[config.mk]
export PLATFORM = sky130hd
export DESIGN_NAME = spi_master_core
export DESIGN_NICKNAME = d
export VERILOG_FILES = /design/src/rtl/spi_master_core.sv
export SDC_FILE = /design/constraint.sdc
export NUM_CORES = 1
export LEC_CHECK = 0
export ABC_AREA = 1
export CAP_MARGIN = 15
export CORE_MARGIN = 8
export CORE_UTILIZATION = 30
export DETAILED_ROUTE_END_ITERATION = 16
export HOLD_SLACK_MARGIN = 0.1
export PLACE_DENSITY = 0.57
export SLEW_MARGIN = 40
export SYNTH_ARGS = -nofsm -noshare
export SYNTH_HDL_FRONTEND = slang
export SYNTH_SLANG_ARGS = --single-unit
[constraint.sdc]
create_clock -name clk -period 2.6 [get_ports clk]
set_clock_uncertainty 0.05 [all_clocks]
set_input_delay 0.52 -clock clk [delete_from_list [all_inputs] [get_ports clk]]
set_output_delay 0.52 -clock clk [all_outputs]
set_load 0.02 [all_outputs]
[src/rtl/spi_master_core.sv]
// spi_master_core: parametrised SPI master shift engine.
// DW-bit word shifter with runtime CPOL/CPHA, bit order and SCLK divider,
// NCS active-low selects and an optional CRC16-CCITT accumulator.
// Optional feature macro: SPI_CRC16_EN (undefined: crc_out is tied to zero).
module spi_master_core #(
  parameter int DW   = 8,
  parameter int NCS  = 4,
  parameter int DIVW = 8
) (
  input  logic            clk,
  input  logic            rst,
  input  logic            cfg_wr,
  input  logic            cfg_cpol,
  input  logic            cfg_cpha,
  input  logic            cfg_lsb,
  input  logic [DIVW-1:0] cfg_div,
  input  logic            cs_wr,
  input  logic [NCS-1:0]  cs_sel,
  input  logic            start,
  input  logic [DW-1:0]   tx_data,
  output logic [DW-1:0]   rx_data,
  output logic            busy,
  output logic            done,
  input  logic            crc_clr,
  input  logic            crc_src,
  output logic [15:0]     crc_out,
  input  logic            miso,
  output logic            mosi,
  output logic            sclk,
  output logic [NCS-1:0]  cs_n
);

  localparam int EW = $clog2(2 * DW) + 1;
  localparam logic [EW-1:0] LAST_EDGE = EW'(2 * DW - 1);

  typedef enum logic [1:0] {S_IDLE, S_SHIFT, S_DONE} state_t;

  state_t            state_q, state_d;
  logic              cpol_q, cpol_d;
  logic              cpha_q, cpha_d;
  logic              lsb_q, lsb_d;
  logic [DIVW-1:0]   div_q, div_d;
  logic [NCS-1:0]    cs_q, cs_d;
  logic [DIVW-1:0]   cnt_q, cnt_d;
  logic [EW-1:0]     edge_q, edge_d;
  logic              sclk_q, sclk_d;
  logic              mosi_q, mosi_d;
  logic [DW-1:0]     rxd_q, rxd_d;
  logic [DW-1:0]     tx_q, tx_d;
  logic [DW-1:0]     rx_q, rx_d;
  logic              sample_ev;
  logic              lead, samp, last;

  // Bit currently at the output end of a word for the given order.
  function automatic logic out_bit(input logic [DW-1:0] w, input logic lsb);
    return lsb ? w[0] : w[DW-1];
  endfunction

  // Drop the output-end bit.
  function automatic logic [DW-1:0] shift_out(input logic [DW-1:0] w, input logic lsb);
    return lsb ? {1'b0, w[DW-1:1]} : {w[DW-2:0], 1'b0};
  endfunction

  // Insert a received bit so the word assembles in transmit order.
  function automatic logic [DW-1:0] shift_in(input logic [DW-1:0] w, input logic lsb,
                                             input logic b);
    return lsb ? {b, w[DW-1:1]} : {w[DW-2:0], b};
  endfunction

  // Next-state, configuration capture and shift datapath.
  always_comb begin
    state_d   = state_q;
    cpol_d    = cpol_q;
    cpha_d    = cpha_q;
    lsb_d     = lsb_q;
    div_d     = div_q;
    cs_d      = cs_q;
    cnt_d     = cnt_q;
    edge_d    = edge_q;
    sclk_d    = sclk_q;
    mosi_d    = mosi_q;
    rxd_d     = rxd_q;
    tx_d      = tx_q;
    rx_d      = rx_q;
    sample_ev = 1'b0;
    lead      = ~edge_q[0];
    samp      = lead ^ cpha_q;
    last      = (edge_q == LAST_EDGE);

    // Config and select writes apply before a same-cycle start.
    if (state_q == S_IDLE && cfg_wr) begin
      cpol_d = cfg_cpol;
      cpha_d = cfg_cpha;
      lsb_d  = cfg_lsb;
      div_d  = cfg_div;
    end
    if (state_q == S_IDLE && cs_wr) begin
      cs_d = cs_sel;
    end

    case (state_q)
      S_IDLE: begin
        sclk_d = cpol_d;
        mosi_d = 1'b1;
        if (start) begin
          state_d = S_SHIFT;
          cnt_d   = div_d;
          edge_d  = '0;
          if (!cpha_d) begin
            mosi_d = out_bit(tx_data, lsb_d);
            tx_d   = shift_out(tx_data, lsb_d);
          end else begin
            tx_d   = tx_data;
          end
        end
      end
      S_SHIFT: begin
        if (cnt_q == '0) begin
          cnt_d  = div_q;
          sclk_d = ~sclk_q;
          edge_d = edge_q + EW'(1);
          if (samp) begin
            sample_ev = 1'b1;
            rx_d      = shift_in(rx_q, lsb_q, miso);
          end else if (!last) begin
            mosi_d = out_bit(tx_q, lsb_q);
            tx_d   = shift_out(tx_q, lsb_q);
          end
          if (last) begin
            state_d = S_DONE;
            mosi_d  = 1'b1;
            rxd_d   = samp ? shift_in(rx_q, lsb_q, miso) : rx_q;
          end
        end else begin
          cnt_d = cnt_q - DIVW'(1);
        end
      end
      S_DONE: begin
        state_d = S_IDLE;
        mosi_d  = 1'b1;
      end
      default: begin
        state_d = S_IDLE;
      end
    endcase
  end

  // Control and output registers, cleared immediately by rst.
  always_ff @(posedge clk or posedge rst) begin
    if (rst) begin
      state_q <= S_IDLE;
      cpol_q  <= 1'b0;
      cpha_q  <= 1'b0;
      lsb_q   <= 1'b0;
      div_q   <= '0;
      cs_q    <= '0;
      cnt_q   <= '0;
      edge_q  <= '0;
      sclk_q  <= 1'b0;
      mosi_q  <= 1'b1;
      rxd_q   <= '0;
    end else begin
      state_q <= state_d;
      cpol_q  <= cpol_d;
      cpha_q  <= cpha_d;
      lsb_q   <= lsb_d;
      div_q   <= div_d;
      cs_q    <= cs_d;
      cnt_q   <= cnt_d;
      edge_q  <= edge_d;
      sclk_q  <= sclk_d;
      mosi_q  <= mosi_d;
      rxd_q   <= rxd_d;
    end
  end

  // Shift registers hold pure data and need no reset.
  always_ff @(posedge clk) begin
    tx_q <= tx_d;
    rx_q <= rx_d;
  end

  assign busy    = (state_q == S_SHIFT);
  assign done    = (state_q == S_DONE);
  assign sclk    = sclk_q;
  assign mosi    = mosi_q;
  assign cs_n    = ~cs_q;
  assign rx_data = rxd_q;

`ifdef SPI_CRC16_EN
  logic [15:0] crc_q, crc_d;
  logic        src_q, src_d;

  // One MSB-first CRC16-CCITT (poly 0x1021) step for a single bit.
  function automatic logic [15:0] crc16_step(input logic [15:0] c, input logic b);
    logic fb;
    fb = c[15] ^ b;
    return {c[14:0], 1'b0} ^ (fb ? 16'h1021 : 16'h0000);
  endfunction

  // CRC update on every sample edge; the MOSI bit on the wire at that edge
  // is the bit being shifted out. Clear wins over update.
  always_comb begin
    crc_d = crc_q;
    src_d = src_q;
    if (state_q == S_IDLE && start) begin
      src_d = crc_src;
    end
    if (sample_ev) begin
      crc_d = crc16_step(crc_q, src_q ? miso : mosi_q);
    end
    if (crc_clr) begin
      crc_d = 16'h0000;
    end
  end

  // CRC accumulator and source select registers.
  always_ff @(posedge clk or posedge rst) begin
    if (rst) begin
      crc_q <= 16'h0000;
      src_q <= 1'b0;
    end else begin
      crc_q <= crc_d;
      src_q <= src_d;
    end
  end

  assign crc_out = crc_q;
`else
  logic crc_unused;
  assign crc_unused = ^{crc_clr, crc_src, sample_ev};
  assign crc_out    = 16'h0000;
`endif

endmodule

# Word level (Yosys, flattened, before mapping)

Index checks and enable logic that the tools add are counted.

$add $sub $neg: 2
Shift operators: 0
Div/mod/pow operators: 0
Reduce and logical (&&, ||, !) cells: 14
Mux-type cells: 34
Eq/ne operators: 9
Multipliers: 0
Bitwise logic cells: 4
Magnitude comparators: 0

Operator list:

| cell                                                                  | number |
|---|---|
| 8-bit two-way mux                                                     | 12 |
| 8-bit one-hot mux with 2 select lines                                 | 2 |
| 3-bit AND reduction                                                   | 4 |
| 1-bit two-way mux                                                     | 11 |
| 5-bit two-way mux                                                     | 2 |
| 5-bit one-hot mux with 2 select lines                                 | 1 |
| 8-bit logical NOT                                                     | 1 |
| 8-bit by 1-bit subtractor with 8-bit output, second input constant    | 1 |
| 2-bit two-way mux                                                     | 3 |
| 2-bit != test, second input constant                                  | 3 |
| 2-bit AND reduction                                                   | 3 |
| 5-bit by 1-bit adder with 5-bit output, second input constant         | 1 |
| 5-bit by 4-bit equality test with 1-bit output, second input constant | 1 |
| 5-bit AND reduction                                                   | 1 |
| 2-bit by 1-bit != test with 1-bit output, second input constant       | 2 |
| 4-bit NOT                                                             | 1 |
| 2-bit one-hot mux with 2 select lines                                 | 1 |
| 3-bit by 2-bit != test with 1-bit output, second input constant       | 1 |
| 1-bit one-hot mux with 3 select lines                                 | 1 |
| 3-bit nonzero test                                                    | 1 |
| 2-bit by 1-bit equality test with 1-bit output, second input constant | 1 |
| 2-bit equality test, second input constant                            | 1 |
| 1-bit logical AND                                                     | 2 |
| 2-bit logical NOT                                                     | 1 |
| other kinds (4)                                                       | 5 |

Word-level logic and storage cells: 76
ROM bits: 0
Register bits after elaboration: 56
Input bits: 31
Latch bits: 0
RAM bits: 0
Output and inout port bits: 32
Memories kept: 0

# Longest topological paths before layout

Depth in word-level cells: 7
Mapped depth: 11
Depth with buffers taken out: 10

# Least setup slack after synthesis

OpenSTA, ideal clock, no wires.

Path kind: flip-flop to flip-flop
Start point: register state_q[1]
End point: register tx_q[0] (enable)
Arrival time: 1760 ps
Stages on the path, launching flop included: 8
Setup time: 370 ps
Clock period less this slack: 2180 ps
Required time: 2180 ps
Slack: 420 ps
Path through: dfrtp_1 -> inv_1 -> ha_1 -> buf_2 -> inv_4 -> buf_1 -> nor2_1 -> nor2_1

Longest elaborated chain between the ends: 3
Elaborated cells between the ends (all ways): 8

Ends and longest elaborated chain:

| element                                                      | RTL line | source |
|---|---|---|
| start: declaration                                           | 38       | `state_t state_q, state_d;` |
| start signal: assignment                                     | 163      | `state_q <= state_d;` |
| 2-bit by 1-bit equality test with 1-bit output *             | n/a      |  |
| via busy                                                     | 22       | `output logic busy,` |
| 2-bit != test (no source line), or another cell as far along | n/a      |  |
| 5-bit AND reduction (no source line) *                       | n/a      |  |
| end signal: assignment                                       | 179      | `tx_q <= tx_d;` |
| end: declaration                                             | 49       | `logic [DW-1:0] tx_q, tx_d;` |

Mark *: on every way through the listed nets, which the timed path passes. The rest lies on a longest branch.
A chain may end at the register's enable or synchronous reset.

# Worst setup path in the final report

Start point: register state_q[1]
End point: output busy

Longest elaborated chain between the ends: 1

Ends and longest elaborated chain:

| element                                        | RTL line | source |
|---|---|---|
| 2-bit by 1-bit equality test with 1-bit output | 183      | `assign busy = (state_q == S_SHIFT);` |
| end: declaration                               | 22       |  |

Every way passes these cells.

==> flow_metrics.tcl <==
set metrics [dict create \
    critical_path_buf_inv_count 2 \
    dr.first_iter.drc_count 89 \
    num_antenna_cells 0 \
    slowest_delay_ps 680 \
    vias 2715 \
    async_reset_ff_frac 0.714 \
    antenna_found_initial 0 \
    critical_path_class "reg -> out" \
    r2r_cells 9 \
    die_h_um 121 \
    clock_path_buffers 2 \
    worstPathRequired_ps 2030 \
    min_from "rx_data[2]$_DFFE_PP0P_" \
    end_kind "output pin" \
    final_cells 615 \
    hold_viol 0 \
    clock.fmax_mhz 405 \
    hold_depth 2 \
    nets 514 \
    grt_overflow 0 \
    synth_edf_count 16 \
    initial_core_util 0.307 \
    synth_area_um2 3320 \
    status "complete, no violations" \
    fin_crit_ps 2470 \
    wirelength_um 7620 \
    route.detailed.drc 0 \
    post_cts_buffers 0 \
    ys_seq_area_frac 0.446 \
    ios 63 \
    area_growth_syn_to_layout_pct 20.0 \
    routed_via_density 4.41 \
    stdcell_area_um2 3990 \
    port_buffers 44 \
    startpoint_type "register" \
    h-tree-depth 2 \
    ys_types 37 \
    grtUsageTotal 0.105 \
    grt_pass1_vias 2678 \
    irDropWorstVdd_mv 0.378 \
    slew_violations 0 \
    setup_tns_ps 0 \
    syn-instance-count 425 \
    grt_max_degree 41 \
    critPathLaunch "state_q[1]$_DFFE_PP0P_" \
    dp.cells 607 \
    cts_hold_buf 0 \
    place_area_um2 3860 \
    path_cells "inv_1 > ha_1 > clkdlybuf4s50_1" \
    hp-class "reg -> reg" \
    clk_latency_ps 310 \
    cp_max_fo 7 \
    grt_pass1_wl_um 12700 \
    drtAntennaViolNets 0 \
    power.leakage_uw 0.00193 \
    cts_sinks 56 \
    power.density_nw_per_um2 1070 \
    core_area_um2 10800 \
    cp.depth 3 \
    post_cts_resized 0 \
    cts-root-buf "clkbuf_8" \
    dp.final_hpwl_um 5760 \
    cts_tree "done" \
    place_congestion 0.819 \
    max-cap-violations 0 \
    fin_crit_sh 0.949 \
    dieArea_um2 14700 \
    cts_buffers 5 \
    slowest_stage "clkdlybuf4s50_1" \
    crit_family "buffers and inverters" \
    drive_gt1_frac 0.0863 \
    die_w_um 121 \
    cp_data_arrival_time_ps 1900 \
    regToRegStartpoint "state_q[0]$_DFFE_PP0P_" \
    path_clk_slew_ps 110 \
    synth_seq_cells 56 \
    setup_violations 0 \
    ys_warn_count 0 \
    worst_pin_slew_ps 742 \
    synth_ff_type "dfrtp_1" \
    grt_setup_unrepaired "no" \
    rows 38 \
    post_drt_wl_per_cell_um 12.4 \
    synth_area_per_cell_um2 7.82 \
    first_pass_iters 4 \
    max-slew-margin-rel 0.503 \
]
## placed cells by master, fill, tap and decap left out, types with 3 or more instances in the layout
cell type        instances
dfrtp_1                 39
o21ai_1                  9
o21ai_0                 18
o211ai_1                 4
clkbuf_8                 6
xor2_1                   3
edfxtp_1                16
o21ai_2                  3
buf_4                   10
clkdlybuf4s50_1         44
nand2_1                132
nor2_1                  40
a21oi_1                 23
ha_1                     9
a31oi_1                  6
inv_1                   44
conb_1                  16
nand3_1                 26
## per-layer routing
| metal | global-route usage | routed length (um) | vias up |
|---|---|---|---|
| met5 | 0 | 0 | - |
| met4 | 0.0224 | 46 | 0 |
| met3 | 0.0219 | 268 | 4 |
| met2 | 0.185 | 3700 | 40 |
| met1 | 0.128 | 3610 | 1251 |
| li1 | - | - | 1420 |
## worst reg2reg max path: cells and delay by family (launching register included)
family / cells / cell delay, ps
buffers and inverters: 3 / 460
flip-flops: 1 / 410
AO/OA/AOI/OAI: 3 / 390
AND/OR/NAND/NOR: 2 / 370
adder cells (fa/ha/maj): 1 / 300
## flip-flops by register name, summed over array words and instances, names as in the netlist, 2 cells and up
signal,cells
cnt_q,8
div_q,8
rx_data,8
rx_q,8
tx_q,8
edge_q,5
cs_q,4
state_q,2
## power breakdown
| part | internal, uW | switching, uW | total, uW |
|---|---|---|---|
| clock network | 316 | 298 | 614 |
| logic | 795 | 1400 | 2200 |
| registers | 1280 | 169 | 1450 |
| total | 2390 | 1870 | 4260 |
## worst paths after layout
path	to	slack, ps
worst max-delay path	busy	130
worst min-delay path	rx_data[2]$_DFFE_PP0P_	440
worst max register to register	tx_q[7]$_DFFE_PP_	370
worst min register to register	rx_data[2]$_DFFE_PP0P_	440
max in group asynchronous	mosi$_DFFE_PP1P_	1530
min in group asynchronous	rx_data[7]$_DFFE_PP0P_	590
## cell usage after synthesis (3+ instances only)
master / instances / area share
o21ai_1: 9 / 0.014
nand3_1: 26 / 0.039
o21ai_2: 3 / 0.0079
inv_1: 44 / 0.050
buf_6: 5 / 0.017
a31oi_1: 6 / 0.011
nand2_1: 132 / 0.15
xor2_1: 3 / 0.0079
o211ai_1: 4 / 0.0090
ha_1: 9 / 0.034
buf_4: 16 / 0.036
a21oi_1: 23 / 0.035
nor2_1: 40 / 0.045
o21ai_0: 18 / 0.027
edfxtp_1: 16 / 0.14
dfrtp_1: 39 / 0.29
## stage by stage
| stage | hold slack [ps] | setup slack, ps | power (uW) | utilization |
|---|---|---|---|---|
| final | 444 | 133 | 4260 | 0.368 |
| after global routing | 476 | 19.7 | 4650 | 0.368 |
| after CTS | 449 | 91.6 | 4310 | 0.368 |
| after detailed placement | 420 | 225 | 3680 | 0.357 |
| after global placement | 417 | 242 | 3640 | 0.357 |
| after floorplan | 395 | 420 | 3110 | - |
## cell type report
class | count | area, um2
repair buffers | 54 | 515
fillers | 1161 | 6850
clock buffers | 6 | 82.6
clock inverters | 2 | 38.8
inverters | 50 | 199
flip-flops and latches | 56 | 1480
well taps | 140 | 175
multi-input cells | 307 | 1490
## cell families (layout without fill, tap and decap cells)
family                   Yosys count  count (layout)  share of synthesized area
AO/OA/AOI/OAI                     65              65                      0.108
XOR/XNOR                           4               4                     0.0128
adder cells (fa/ha/maj)            9               9                     0.0339
buffers and inverters             77             112                      0.122
flip-flops                        56              56                      0.446
multiplexers                       1               1                    0.00301
other                              1              16                    0.00113
AND/OR/NAND/NOR                  212             212                      0.273
Power figures use the tool's default switching activity.
